**config.mk**
```make
export PLATFORM = sky130hd
export DESIGN_NAME = instr_fetch_flat
export DESIGN_NICKNAME = d
export VERILOG_FILES = /design/src/rtl/instr_fetch_if.sv /design/src/rtl/instr_fetch.sv /design/src/flat_wrapper.sv
export SDC_FILE = /design/constraint.sdc
export NUM_CORES = 1
export LEC_CHECK = 0
export CELL_PAD_IN_SITES_DETAIL_PLACEMENT = 0
export CELL_PAD_IN_SITES_GLOBAL_PLACEMENT = 2
export CORE_ASPECT_RATIO = 0.6
export CORE_MARGIN = 8
export CORE_UTILIZATION = 37
export CTS_CLUSTER_SIZE = 20
export DETAILED_ROUTE_END_ITERATION = 8
export DONT_BUFFER_PORTS = 1
export PLACE_DENSITY_LB_ADDON = 0.1
export SLEW_MARGIN = 10
export SYNTH_ARGS = -nofsm -noshare
export SYNTH_HDL_FRONTEND = slang
export SYNTH_SLANG_ARGS = --single-unit
export TNS_END_PERCENT = 20
```
**constraint.sdc**
```tcl
create_clock -name clk -period 7.9 [get_ports clk]
set_clock_uncertainty 0.2 [all_clocks]
set_input_delay 0.79 -clock clk [delete_from_list [all_inputs] [get_ports clk]]
set_output_delay 0.79 -clock clk [all_outputs]
set_load 0.1 [all_outputs]
```
**src/rtl/instr_fetch_if.sv**
```systemverilog
// instr_fetch_if: instruction-memory request/response bus between the fetch stage and instruction memory.
//   imem_req    fetch request, held until imem_rvalid
//   imem_addr   fetch address
//   imem_rvalid memory returns data this cycle
//   imem_rdata  returned instruction word
interface instr_fetch_if #(
    parameter int XLEN = 32
);
    logic            imem_req;
    logic [XLEN-1:0] imem_addr;
    logic            imem_rvalid;
    logic [XLEN-1:0] imem_rdata;
    modport master (output imem_req, imem_addr, input imem_rvalid, imem_rdata);
    modport slave  (input imem_req, imem_addr, output imem_rvalid, imem_rdata);
endinterface

```
**src/rtl/instr_fetch.sv**
```systemverilog
// instr_fetch: RISC-V fetch stage owning the PC, fetching over a req/rvalid bus and holding the instruction until advance.
//   clk, rst_n            clock, asynchronous active-low reset
//   bus (master)          instruction-memory request/response
//   advance               current instruction retired, fetch the next one
//   pc_src, pc_target     take pc_target instead of pc+4, sampled with advance
//   instr, op, instr_valid  held instruction, its opcode (zero when invalid), valid flag
//   pc, pc_plus4          current instruction address and its sequential successor
//   fault                 sticky misaligned-target error
module instr_fetch #(
    parameter int              XLEN      = 32,
    parameter logic [XLEN-1:0] RESET_PC  = 32'h0000_0000,
    parameter logic [XLEN-1:0] NOP_INSTR = 32'h0000_0013
) (
    input  logic            clk,
    input  logic            rst_n,
    instr_fetch_if.master   bus,
    input  logic            advance,
    input  logic            pc_src,
    input  logic [XLEN-1:0] pc_target,
    output logic [XLEN-1:0] instr,
    output logic [6:0]      op,
    output logic            instr_valid,
    output logic [XLEN-1:0] pc,
    output logic [XLEN-1:0] pc_plus4,
    output logic            fault
);
    typedef enum logic [1:0] {IDLE, FETCH, VALID, HALT} state_t;

    state_t          state, state_n;
    logic [XLEN-1:0] pc_n, instr_n;
    logic            fault_n;

    always_ff @(posedge clk or negedge rst_n) begin
        if (!rst_n) begin
            state <= IDLE;
            pc    <= RESET_PC;
            instr <= NOP_INSTR;
            fault <= 1'b0;
        end else begin
            state <= state_n;
            pc    <= pc_n;
            instr <= instr_n;
            fault <= fault_n;
        end
    end

    always_comb begin
        state_n      = state;
        pc_n         = pc;
        instr_n      = instr;
        fault_n      = fault;
        bus.imem_req = 1'b0;
        instr_valid  = 1'b0;
        case (state)
            IDLE: state_n = FETCH;
            FETCH: begin
                bus.imem_req = 1'b1;
                if (bus.imem_rvalid) begin
                    instr_n = bus.imem_rdata;
                    state_n = VALID;
                end
            end
            VALID: begin
                instr_valid = 1'b1;
                if (advance) begin
                    // instr falls back to the NOP so it reads as "nothing valid" while the next fetch is pending
                    instr_n = NOP_INSTR;
                    if (pc_src && pc_target[1:0] != 2'b00) begin
                        fault_n = 1'b1;
                        state_n = HALT;
                    end else begin
                        pc_n    = pc_src ? pc_target : pc_plus4;
                        state_n = FETCH;
                    end
                end
            end
            default: ;
        endcase
    end

    assign bus.imem_addr = pc;
    assign pc_plus4      = pc + XLEN'(4);
    assign op            = instr_valid ? instr[6:0] : 7'b0000000;
endmodule

```
**src/flat_wrapper.sv**
```systemverilog
// flat-port wrapper written by rule: the top's interface ports become plain ports
module instr_fetch_flat 
#(
    parameter int              XLEN      = 32,
    parameter logic [XLEN-1:0] RESET_PC  = 32'h0000_0000,
    parameter logic [XLEN-1:0] NOP_INSTR = 32'h0000_0013
)
  (clk, rst_n, advance, pc_src, pc_target, instr, op, instr_valid, pc, pc_plus4, fault, bus_imem_req, bus_imem_addr, bus_imem_rvalid, bus_imem_rdata);
  instr_fetch_if #(.XLEN(XLEN)) bus_i ();
  input  logic clk;
  input  logic rst_n;
  input  logic advance;
  input  logic pc_src;
  input  logic [XLEN-1:0] pc_target;
  output logic [XLEN-1:0] instr;
  output logic [6:0] op;
  output logic instr_valid;
  output logic [XLEN-1:0] pc;
  output logic [XLEN-1:0] pc_plus4;
  output logic fault;
  output wire logic [$bits(bus_i.imem_req)-1:0] bus_imem_req;
  output wire logic [$bits(bus_i.imem_addr)-1:0] bus_imem_addr;
  input wire logic [$bits(bus_i.imem_rvalid)-1:0] bus_imem_rvalid;
  input wire logic [$bits(bus_i.imem_rdata)-1:0] bus_imem_rdata;
  assign bus_imem_req = bus_i.imem_req;
  assign bus_imem_addr = bus_i.imem_addr;
  assign bus_i.imem_rvalid = bus_imem_rvalid;
  assign bus_i.imem_rdata = bus_imem_rdata;
  instr_fetch #(.XLEN(XLEN), .RESET_PC(RESET_PC), .NOP_INSTR(NOP_INSTR)) u_core (.clk(clk), .rst_n(rst_n), .bus(bus_i), .advance(advance), .pc_src(pc_src), .pc_target(pc_target), .instr(instr), .op(op), .instr_valid(instr_valid), .pc(pc), .pc_plus4(pc_plus4), .fault(fault));
endmodule
```
* Word-level counts from Yosys, hierarchy flattened
Cells that the tools add are included.
** Storage, ports and cells
- Memory bits (writable) :: 0
- Bits of input ports :: 69
- Output and inout bits :: 138
- Logic and storage cells :: 30
- Register bits :: 67
- Bits in latches :: 0
- Memories kept :: 0
- Bits in read-only memories :: 0
** Operators by class
- Reductions and logical operators :: 9
- Equality and inequality tests :: 4
- Magnitude comparators :: 0
- Shift operators :: 0
- Muxes and demuxes :: 11
- $add $sub $neg :: 1
- Bitwise gates (word level) :: 1
- Div/mod/pow operators :: 0
- Multiply operators :: 0
** Operators by type and width (count)
- $mux W32 :: 3
- $pmux W32 S2 :: 1
- $add A32 B3 Y32 const B :: 1
- $reduce_and A3 Y1 :: 4
- $mux W7 :: 1
- $mux W2 :: 3
- $pmux W2 S3 :: 1
- $ne A2 B2 Y1 const B :: 2
- $reduce_bool A2 Y1 :: 2
- $reduce_bool A3 Y1 :: 1
- $eq A2 B1 Y1 const B :: 1
- $eq A2 B2 Y1 const B :: 1
- $logic_not A2 Y1 :: 1
- $mux W1 :: 2
- $logic_and A1 B1 Y1 :: 1
- $not A1 Y1 :: 1

* Longest topological paths before layout
- Word-level depth :: 5
- Gate-level depth with buffers :: 9
- Gate-level depth less buffers :: 7

* Least setup slack after synthesis
No wires, ideal clock.
- Kind :: reg2out
- Start point :: register u_core.pc[2], in the netlist u_core.bus.imem_addr[2]
- End point :: output port pc_plus4[24]
- Arrival time :: 4117 ps
- Setup slack :: 2793 ps
- Stages on the path, launching flop included :: 7
- Required time :: 6910 ps
- Path buffers :: 1
- Cells stage by stage :: dfrtp_1 -> ha_1 -> nand3_4 -> or4_4 -> buf_6 -> or3_4 -> xnor2_1
** On the way
- Longest elaborated chain between the ends :: 1
** RTL lines
- start: declaration :: line instr_fetch.sv:23 : output logic [XLEN-1:0] pc,
- start signal: assignment :: line instr_fetch.sv:41 : pc <= pc_n;
- $add A32 B3 Y32 :: line instr_fetch.sv:82 : assign pc_plus4 = pc + XLEN'(4);
- end: declaration :: line flat_wrapper.sv:19 : output logic [XLEN-1:0] pc_plus4;
No other way between the ends.

* Worst setup path after layout
- Start point :: register u_core.pc[2], in the netlist u_core.bus.imem_addr[2]
- End point :: output port pc_plus4[22]
The elaborated chain is that of the path after synthesis.

==> run metrics <==
Hold WS 0.1083 ns; CP Data Arrival Time 4.00 ns; Critical Path Source u_core.bus.imem_addr[2]; fin crit period 4.985 ns; most common cell after layout, fill and taps aside nand2_1; setup slack, reg-to-reg 3.80 ns; final WL 12.56 mm; Total Routing Usage GR 17.57%; clk_lat worst skew 0.33 ns; largest net degree at the start of global routing 65; Slew HR 19.92%; Final Max Tran Viols 0; post-CTS setup buffer count 0; Seq/Total Area, Yosys a little over two fifths; DIE AREA 14360 um2; worst flop-to-flop path endpoint u_core.bus.imem_addr[30]; Die X between 100 and 150 um; footprint of the multi-input gates roughly 2100 um2; Filler cells roughly 1000; Post-Synthesis Cells 444; Syn Nets between 500 and 600; Vias 3107; RSZ-0062 raised after global routing no; dpl hpwl 9.021 mm; max cap viols 0; first-pass GRT wire length between 15 and 20 mm; nets@finish 499; DR iter-0 viols 163; grt ovf 0; CTS tree done; Worst Setup EP pc_plus4[22]; Critical Path Sink Type output port; TritonCTS buffer count 9; initial antenna violation count 1; HP Class input pin to async pin; Final ANT Viol Nets 0; met3 WL 1.410 mm; Setup WS post-layout 2.915 ns; crit path max fanout 9; period utilization 63.10%; number of flops mapped to enable cells by yosys 0; CP Class register to output port; wire per inst 22.07 um; FP Rows 29; Peak Freq about 200 MHz; vias per inst 5.460; Storage cell area roughly 1700 um2; R2R Path Start u_core.bus.imem_addr[2]; Residual DRC 0; maximum clock insertion buffer count 2; Startpoint Class register; Die Y 96.09 um; placer congestion estimate 0.7660; Setup violations, final 0; Syn Area/Cell 8.908 um2; worst-margin pin slew 1.200 ns; vias in the first global route between 3000 and 4000; asr flop ratio synth 100.0%; clock root buffer clkbuf_16; dpl ws 3.254 ns; post-synthesis cell type count between 40 and 50; met2 WL post-DR 5.314 mm; Final Hold Viols 0; #FFs+latches synth 67; most frequent cells in the layout nand2_1 (82), o21ai_0 (42), buf_4 (34); IO buf count 0; # IOs around 210; Ys Warns 0; status finished clean; initial cell density of the core 37.72%; proportion of layout cells with a drive suffix above 1 just under 30%; WL met1 5.711 mm; # H-tree levels 3; CTS clk-pin slew, worst paths 0.05 ns; TNS Setup 0 ns; Max Used Layer met5; Main synth FF type dfrtp_1; diode count 0; R2R cell count 7; drt first pass iters 5; Cell Area, Synth roughly 4000 um2; area grow syn2layout 15.44%; CP required 6.91 ns; Sink Count 67; Core Box Area about 10000 um2
## per-stage QoR
step / utilization [%] / instances / instance area (um2)
after floorplan: - / 444 / 3955
after global placement: 40.51 / 552 / 4248
after detailed placement: 40.51 / 552 / 4248
after CTS: 43.54 / 569 / 4566
after global routing: 43.54 / 569 / 4566
final: 43.54 / 569 / 4566
## kinds of logic after synthesis
family                   share of synthesized area, %
XOR/XNOR                                        6.201
flip-flops                                      42.49
AO/OA/AOI/OAI                                   15.34
buffers and inverters                           10.57
AND/OR/NAND/NOR                                 23.06
adder cells (fa/ha/maj)                         1.582
multiplexers                                   0.7593
## layer usage
| layer | track usage [%] | up-vias |
|---|---|---|
| li1 | - | 1468 |
| met5 | 0 | - |
| met3 | 8.028 | 10 |
| met2 | 24.70 | 124 |
| met4 | 4.929 | 2 |
| met1 | 23.74 | 1503 |
## critical path, cell delays in order (launching register included)
cell and delay, ns:
dfrtp_2 1.06, ha_1 0.45, nand3_4 0.19, or4_4 0.62, nor3_1 0.40, xor2_2 0.94
## registers in the layout, summed over array words and instances (netlist names)
signal / count
u_core.state: 2
u_core.fault: 1
u_core.bus.imem_addr: 32
u_core.instr: 32
## Yosys cell counts (2+ instances only)
master    instances  area share [%]
and3_1           16             2.5
dfstp_2           3             2.0
o31ai_1           2            0.38
o311ai_0          3            0.66
o21ai_0          42             5.3
a221o_1          13             3.3
buf_2             4            0.51
a21o_1            7             1.3
mux2i_1           3            0.76
clkbuf_1         24             2.3
and2_1           10             1.6
nor4_1            5            0.79
a31oi_1           3            0.47
dfrtp_1          64              40
nand3b_1          2            0.38
nand4_1          12             1.9
a21oi_1           4            0.51
or2_2             2            0.32
xor2_1           14             3.1
a22oi_1           4            0.76
nand2_1          82             7.8
o22ai_1           2            0.32
a22o_1            5             1.1
ha_1              5             1.6
nor3_1            4            0.51
and4_1            2            0.44
nand3_1          15             1.9
and3_2            2            0.38
inv_1             7            0.66
nor2_1           19             1.8
nand3_4           2            0.89
buf_4            36             6.8
xnor2_1          14             3.1
o221a_2           2            0.57
## area by class of cell
| type | count | share of cell area, % |
|---|---|---|
| clock buffers | 13 | 5.481 |
| clock inverters | 3 | 0.8770 |
| inverters | 7 | 0.5755 |
| multi-input cells | 305 | 45.38 |
| flip-flops and latches | 67 | 37.68 |
| well taps | 139 | 3.809 |
| repair buffers | 35 | 6.193 |
## worst min path at each step
stage,from,to,cells past startpoint
2_1_floorplan,rst_n,u_core.bus.imem_addr[0],0
3_3_place_gp,rst_n,u_core.instr[9],0
3_5_place_dp,rst_n,u_core.instr[9],0
4_1_cts,rst_n,u_core.instr[0],0
5_1_grt,rst_n,u_core.instr[0],0
6_report,rst_n,u_core.instr[0],0
## repair_timing
item / CTS / global route
hold buffers: 1 / 0
gates resized for setup: 0 / 0
hold endpoints to repair: 64 / 0
Power is left out: the tool's default activity adds up to more than one toggle a clock period on the data nets, which glitch-free logic cannot reach.
